--- src/rtl/branch_predictor_bht_pkg.sv ---
// Purpose: shared counter encodings and saturating helpers for the branch history table.
// Latency: n/a (constants and pure functions only).
// Backpressure: n/a.
package branch_predictor_bht_pkg;

    localparam logic [1:0] BHT_STRONG_NT   = 2'b00;
    localparam logic [1:0] BHT_WEAK_NT     = 2'b01;
    localparam logic [1:0] BHT_WEAK_T      = 2'b10;
    localparam logic [1:0] BHT_STRONG_T    = 2'b11;
    localparam logic [1:0] BHT_RESET_STATE = BHT_WEAK_NT;

    // Next 2-bit counter state: step toward the resolved outcome, pinned at the ends.
    function automatic logic [1:0] bht_next(input logic [1:0] ctr, input logic taken);
        logic [1:0] nxt;
        nxt = ctr;
        if (taken) begin
            if (ctr != BHT_STRONG_T) nxt = ctr + 2'd1;
        end else begin
            if (ctr != BHT_STRONG_NT) nxt = ctr - 2'd1;
        end
        return nxt;
    endfunction

    // 32-bit increment that sticks at all-ones.
    function automatic logic [31:0] sat_inc32(input logic [31:0] val);
        return (val == 32'hFFFF_FFFF) ? val : val + 32'd1;
    endfunction

endpackage

--- src/rtl/branch_predictor_bht_counter_table.sv ---
// Purpose: flop-based array of 2-bit saturating counters, one comb read port, one training write port.
// Latency: read is combinational from registered state; a write is visible the cycle after it is taken.
// Backpressure: none; a write is accepted every cycle i_wr_en is high.
// Ports: clk/rst_n; i_rd_idx -> o_rd_ctr; i_wr_en, i_wr_idx, i_wr_taken train one entry.
module bht_counter_table
    import branch_predictor_bht_pkg::*;
#(
    parameter int ENTRIES = 64,
    parameter int INDEX_W = 6
) (
    input  logic               clk,
    input  logic               rst_n,
    input  logic [INDEX_W-1:0] i_rd_idx,
    output logic [1:0]         o_rd_ctr,
    input  logic               i_wr_en,
    input  logic [INDEX_W-1:0] i_wr_idx,
    input  logic               i_wr_taken
);

    // Flops rather than RAM: every entry must return to weak-NT on async reset.
    logic [1:0] r_ctr [ENTRIES];

    always_ff @(posedge clk or negedge rst_n) begin
        if (!rst_n) begin
            for (int i = 0; i < ENTRIES; i++) begin
                r_ctr[i] <= BHT_RESET_STATE;
            end
        end else if (i_wr_en) begin
            r_ctr[i_wr_idx] <= bht_next(r_ctr[i_wr_idx], i_wr_taken);
        end
    end

    // No write-to-read bypass: a same-cycle lookup sees the pre-update counter.
    assign o_rd_ctr = r_ctr[i_rd_idx];

endmodule

--- src/rtl/branch_predictor_bht.sv ---
// Purpose: 2-bit-counter branch predictor with target adder and saturating perf counters.
// Latency: prediction/target zero-cycle combinational; training and perf counts land at the next edge.
// Backpressure: none; lookups and updates are accepted every cycle.
// Ports: i_lkp_* -> o_predicted/o_pred_target; i_upd_* trains the table; o_perf_* count resolutions.
module branch_predictor_bht
    import branch_predictor_bht_pkg::*;
#(
    parameter int BHT_ENTRIES = 64,
    parameter int INDEX_W     = 6,
    parameter int ADDR_W      = 32
) (
    input  logic              clk,
    input  logic              rst_n,
    input  logic              i_lkp_valid,
    input  logic [ADDR_W-1:0] i_lkp_pc,
    input  logic [ADDR_W-1:0] i_lkp_offset,
    output logic              o_predicted,
    output logic [ADDR_W-1:0] o_pred_target,
    input  logic              i_upd_valid,
    input  logic [ADDR_W-1:0] i_upd_pc,
    input  logic              i_upd_taken,
    input  logic              i_upd_mispredict,
    output logic [31:0]       o_perf_branches,
    output logic [31:0]       o_perf_mispred
);

    logic [INDEX_W-1:0] w_lkp_idx;
    logic [INDEX_W-1:0] w_upd_idx;
    logic [1:0]         w_lkp_ctr;
    logic               w_unused_pc_bits;
    logic [31:0]        r_perf_branches;
    logic [31:0]        r_perf_mispred;

    // Word-aligned index; byte offset and upper PC bits alias by design (no tags).
    assign w_lkp_idx = i_lkp_pc[INDEX_W+1:2];
    assign w_upd_idx = i_upd_pc[INDEX_W+1:2];
    assign w_unused_pc_bits = ^{i_lkp_pc[ADDR_W-1:INDEX_W+2], i_lkp_pc[1:0],
                                i_upd_pc[ADDR_W-1:INDEX_W+2], i_upd_pc[1:0]};

    bht_counter_table #(
        .ENTRIES (BHT_ENTRIES),
        .INDEX_W (INDEX_W)
    ) u_table (
        .clk        (clk),
        .rst_n      (rst_n),
        .i_rd_idx   (w_lkp_idx),
        .o_rd_ctr   (w_lkp_ctr),
        .i_wr_en    (i_upd_valid),
        .i_wr_idx   (w_upd_idx),
        .i_wr_taken (i_upd_taken)
    );

    // MSB of the counter is the taken/not-taken decision.
    assign o_predicted   = i_lkp_valid & w_lkp_ctr[1];
    assign o_pred_target = i_lkp_pc + i_lkp_offset;

    always_ff @(posedge clk or negedge rst_n) begin
        if (!rst_n) begin
            r_perf_branches <= '0;
            r_perf_mispred  <= '0;
        end else if (i_upd_valid) begin
            r_perf_branches <= sat_inc32(r_perf_branches);
            if (i_upd_mispredict) begin
                r_perf_mispred <= sat_inc32(r_perf_mispred);
            end
        end
    end

    assign o_perf_branches = r_perf_branches;
    assign o_perf_mispred  = r_perf_mispred;

endmodule
--- config.mk ---
export PLATFORM = sky130hd
export DESIGN_NAME = branch_predictor_bht
export DESIGN_NICKNAME = d
export VERILOG_FILES = /design/src/rtl/branch_predictor_bht_pkg.sv /design/src/rtl/branch_predictor_bht_counter_table.sv /design/src/rtl/branch_predictor_bht.sv
export SDC_FILE = /design/constraint.sdc
export NUM_CORES = 1
export LEC_CHECK = 0
export CAP_MARGIN = 5
export CORE_ASPECT_RATIO = 0.9
export CORE_MARGIN = 3
export CORE_UTILIZATION = 58
export DETAILED_ROUTE_END_ITERATION = 10
export GPL_ROUTABILITY_DRIVEN = 0
export PLACE_DENSITY = 0.92
export SLEW_MARGIN = 0
export SYNTH_ARGS = -nofsm -noshare
export SYNTH_HDL_FRONTEND = slang
export SYNTH_SLANG_ARGS = --single-unit
export TNS_END_PERCENT = 50
--- constraint.sdc ---
create_clock -name clk -period 10 [get_ports clk]
set_input_delay 1 -clock clk [delete_from_list [all_inputs] [get_ports clk]]
set_output_delay 1 -clock clk [all_outputs]
set_load 0.005 [all_outputs]
[After elaboration in Yosys (flattened, before gate mapping)]
Index checks and enable logic that the tools add are counted.
Storage, ports and cells
  input port bits: 102
  bits in registers: 192
  output and inout bits: 97
  word-level logic and storage cells: 99
Operators by class
  eq/ne operators: 3
  $add $sub $neg: 5
  reduce and logical (&&, ||, !) cells: 4
  muxes and demuxes: 13
  bitwise gates (word level): 5
  magnitude comparators: 3
Operators with widths (count)
  128-bit bitwise mux: 1
  32-bit by 1-bit adder with 32-bit output, second input constant: 2
  32-bit equality test, second input constant: 2
  32-bit adder: 1
  2-bit binary-select mux with 6-bit select: 2
  2-bit two-way mux: 9
  7-bit >= comparator, second input constant: 2
  6-bit inverter with 7-bit output: 2
  2-bit demux with 6-bit select: 1
  7-bit by 1-bit less-than comparator with 1-bit output, second input constant: 1
  3-bit AND reduction: 1
  2-bit by 1-bit adder with 2-bit output, second input constant: 1
  2-bit inequality test, second input constant: 1
  1-bit inverter: 2
  2-bit AND reduction: 1
  2-bit nonzero test: 1
  2-bit by 1-bit subtractor with 2-bit output, second input constant: 1
  1-bit AND: 1
  1-bit logical AND: 1

[Depth between registers and ports, before layout]
  depth after elaboration: 9
  gate-level depth with buffers: 12
  depth with buffers taken out: 10

[Hierarchy]
A second synthesis with hierarchy kept.
Second synthesis, totals
  cells, all modules: 1125
  area total of the unflattened synthesis: 11939.0 um2
Modules (own cells, without submodules)
  bht_counter_table: area an instance 7267.0 um2, seq. area each 3283.1 um2, cells an instance 618, times used 1
  branch_predictor_bht: area an instance 4672.0 um2, seq. area each 1601.5 um2, cells an instance 507, times used 1

[Worst setup path before layout]
No wires, ideal clock.
  path kind: input-to-output
  start point: input i_lkp_pc[2]
  end point: output o_predicted
  path slack: 5.442 ns
  stages on the path: 6
  data required time: 9.000 ns
  data arrival time: 3.558 ns
  buffers on the path: 2
  cells stage by stage: clkbuf_1 buf_1 mux4_2 mux4_2 mux4_2 and2_1
Between the ends
  word-level cells in the longest chain between the ends: 5
Ends and longest elaborated chain
  start: declaration: RTL line branch_predictor_bht.sv:15  | input logic [ADDR_W-1:0] i_lkp_pc,
  6-bit inverter with 7-bit output (implied by the code): RTL line branch_predictor_bht_counter_table.sv:34  | assign o_rd_ctr = r_ctr[i_rd_idx];
  2-bit binary-select mux with 6-bit select: RTL line branch_predictor_bht_counter_table.sv:34
  2-bit two-way mux (implied by the code) (2 in a row): RTL line branch_predictor_bht_counter_table.sv:34
  1-bit AND: RTL line branch_predictor_bht.sv:54  | assign o_predicted = i_lkp_valid & w_lkp_ctr[1];
  end: declaration: RTL line branch_predictor_bht.sv:17  | output logic o_predicted,
Every way passes these cells. The select of a mux whose other input is x is not followed.

[Worst setup path in the final report]
  start point: input i_lkp_pc[3]
  end point: output o_pred_target[30]
Between the ends
  word-level cells in the longest chain between the ends: 1
Ends and longest elaborated chain
  32-bit adder: RTL line branch_predictor_bht.sv:55  | assign o_pred_target = i_lkp_pc + i_lkp_offset;
  end: declaration: RTL line branch_predictor_bht.sv:18  | output logic [ADDR_W-1:0] o_pred_target,
Every way passes these cells.

==> impl_metrics.env <==
export IMPL_viasPerCell=6.34
export IMPL_worst_slew_pin_slew_ns=1.36
export IMPL_synth_nets=1138
export IMPL_reg2reg_from="u_table.r_ctr[89]"
export IMPL_start_util=0.604
export IMPL_cp_cell_sequence="clkdlybuf4s50_1 -> ha_1 -> a21oi_1 -> o21ai_0 -> nand3_1 -> a41oi_1 -> o21ai_0 -> or4b_1 -> o311ai_0 -> clkdlybuf4s50_1"
export IMPL_grt_antenna_before_repair=0
export IMPL_tns_ns=0
export IMPL_slew_violations=0
export IMPL_reg2reg_to="u_table.r_ctr[73]"
export IMPL_worstPathArrival_ns=5.10
export IMPL_rsz0062_at_grt="no"
export IMPL_maxCapViolations=0
export IMPL_holdPathEnd="o_perf_branches[6]"
export IMPL_multi_input_area_um2=6070
export IMPL_dpl_hpwl_um=19900
export IMPL_postCtsSetupBuffers=0
export IMPL_async_reset_ff_frac=1.00
export IMPL_die_height_um=139
export IMPL_synth_common_cells="mux2_2, dfrtp_1, nand2_1"
export IMPL_crit_required_ns=9.00
export IMPL_dieWidth_um=153
export IMPL_first_global_vias=9195
export IMPL_yosys_warnings=0
export IMPL_ys_types=65
export IMPL_die_area_um2=21200
export IMPL_core_area_um2=18800
export IMPL_met2_length_um=14000
export IMPL_rows=47
export IMPL_wl_per_cell_um=20.9
export IMPL_clk_latency_ns=0.45
export IMPL_synth_edf_count=0
export IMPL_critPathKind="primary input to output pin"
export IMPL_drc=0
export IMPL_min_path_type="register to register"
export IMPL_rrSetupSlack_ns=6.95
export IMPL_path_delay_family="buffers and inverters"
export IMPL_drive_gt1_frac=0.243
export IMPL_yosysMostFrequentCell="mux2_2"
export IMPL_cts_sinks=192
export IMPL_drt_first_pass_iters=5
export IMPL_synthCells=1002
export IMPL_hold_violations=0
export IMPL_wl_met3_um=2810
export IMPL_drt_iter0_drc=786
export IMPL_clkTransAtPathRegs_ns=0.07
export IMPL_fin_util=0.729
export IMPL_skew_ns=0.00928
export IMPL_avgSynthCellArea_um2=11.3
export IMPL_crit_buf_inv=2
export IMPL_grt_max_degree=125
export IMPL_layout_nets=1287
export IMPL_setup_viol=0
export IMPL_relSlewSlack=0.0908
export IMPL_ctsResizeCount=0
export IMPL_num_fill_cells=1234
export IMPL_ir_drop_v=0.000125
export IMPL_register_area_um2=4880
export IMPL_drt_total_wl_um=29500
export IMPL_syn_cell_area_um2=11300
export IMPL_numCtsBuffers=17
export IMPL_yosys_area_top_type="dfrtp_1"
export IMPL_holdWs_ns=0.487
export IMPL_period_share=0.610
export IMPL_cts_hold_buf=0
export IMPL_hold_depth=1
export IMPL_top_layer="met4"
export IMPL_synth_area_top_cells="dfrtp_1, dfstp_2, mux2_2, mux4_2, xnor2_1"
export IMPL_synth_ff_type="dfrtp_1"
export IMPL_ys_seq_area_frac=0.431
export IMPL_cts_path_max_buffers=2
export IMPL_powerDensity_nw_per_um2=161
export IMPL_holdCritStartpoint="o_perf_branches[6]"
export IMPL_fin_crit_ns=6.10
export IMPL_path_max_fanout=17
export IMPL_io_pins=199
export IMPL_status="finished clean"
export IMPL_grt_pass1_wl_um=47700
export IMPL_synth_seq_cells=192
export IMPL_cp_end_kind="output pin"
export IMPL_ctsRootBufferMaster="clkbuf_16"
export IMPL_layout_cells_non_filler=1409
export IMPL_final_antenna_net_count=0
export IMPL_fmax_mhz=164
export IMPL_cpPeakStageDelay_ns=1.17
export IMPL_vias=8937
export IMPL_dp_cells=1377
export IMPL_place_ws_ns=4.06
export IMPL_reg2regPathDepth=8
export IMPL_wl_met1_um=12000
export IMPL_grt_ovfl_total=0
export IMPL_cp_start_kind="primary input"
export IMPL_grt_usage=0.274
export IMPL_area_growth_pct=20.8
export IMPL_diodes=0
export IMPL_cts_htree_levels=4
export IMPL_crit_slowest_cell="clkdlybuf4s50_1"
export IMPL_layout_setup_ws_ns=3.90
export IMPL_p_leak_nw=5.81
export IMPL_tritoncts="done"
export IMPL_io_buffers=172
export IMPL_synth_top_cell_area_share=0.283
[worst max path at each step]
stage,start,end,slack [ns],cells after the start
after detailed placement,i_lkp_pc[3],o_pred_target[30],4.06,10
final,i_lkp_pc[3],o_pred_target[30],3.90,10
after floorplan,i_lkp_pc[2],o_predicted,5.44,6
after CTS,i_lkp_pc[3],o_pred_target[30],4.01,10
after global routing,i_lkp_pc[3],o_pred_target[30],3.69,10
after global placement,i_lkp_pc[3],o_pred_target[30],4.13,10
[power breakdown]
part	internal, W	switching (W)
clock	0.000384	0.000301
combinational	0.000294	0.000233
sequential	0.000909	0.0000845
total	0.00159	0.000619
[state kept, by name (all words and copies together), names as in the netlist]
register         cells
o_perf_branches     32
u_table.r_ctr      128
o_perf_mispred      32
[layout by cell type (no fill, tap or decap), types with 21 or more instances in the layout]
cell             netlist  final
mux4_2                29     29
o21ai_0               22     22
mux2_2               138    138
a21oi_1               30     30
a221oi_1              21     21
clkdlybuf4s50_1        0    171
nand4_1               21     21
ha_1                  33     33
xnor2_1               67     67
nand2_1               86     86
nor2_1                65     65
xor2_1                22     22
dfrtp_1              128    128
nand3_1               30     30
dfstp_2               64     64
[logic make-up (layout without fill, tap and decap cells)]
| kind of cell | count (synthesis) | count (layout) | share of synthesized area |
|---|---|---|---|
| AOI/OAI and AO/OA | 150 | 150 | 0.0915 |
| muxes | 181 | 181 | 0.207 |
| and+or+nand+nor | 289 | 289 | 0.128 |
| DFF | 192 | 192 | 0.431 |
| buffers and inverters | 65 | 227 | 0.0326 |
| xor gates and xnor gates | 89 | 89 | 0.0688 |
| adders and majority gates | 36 | 36 | 0.0407 |
[stage by stage]
stage,area (um^2),power (W)
after global routing,13700,0.00230
final,13700,0.00221
after detailed placement,13100,0.00152
after CTS,13700,0.00221
after floorplan,11300,0.00130
after global placement,13100,0.00150
[cell type report]
cell class | instances | area share
multi-input combinational | 745 | 0.444
sequential | 192 | 0.357
timing repair buffer | 178 | 0.129
clock buffer | 21 | 0.0337
tap | 245 | 0.0224
clock inverter | 11 | 0.00951
inverter | 17 | 0.00466
[layer usage]
| metal | vias to the layer above | track usage |
|---|---|---|
| li1 | 3977 | - |
| met1 | 4410 | 0.357 |
| met2 | 476 | 0.447 |
| met3 | 74 | 0.0761 |
| met4 | 0 | 0.0905 |
| met5 | - | 0 |
(Power assumes the default switching activity.)
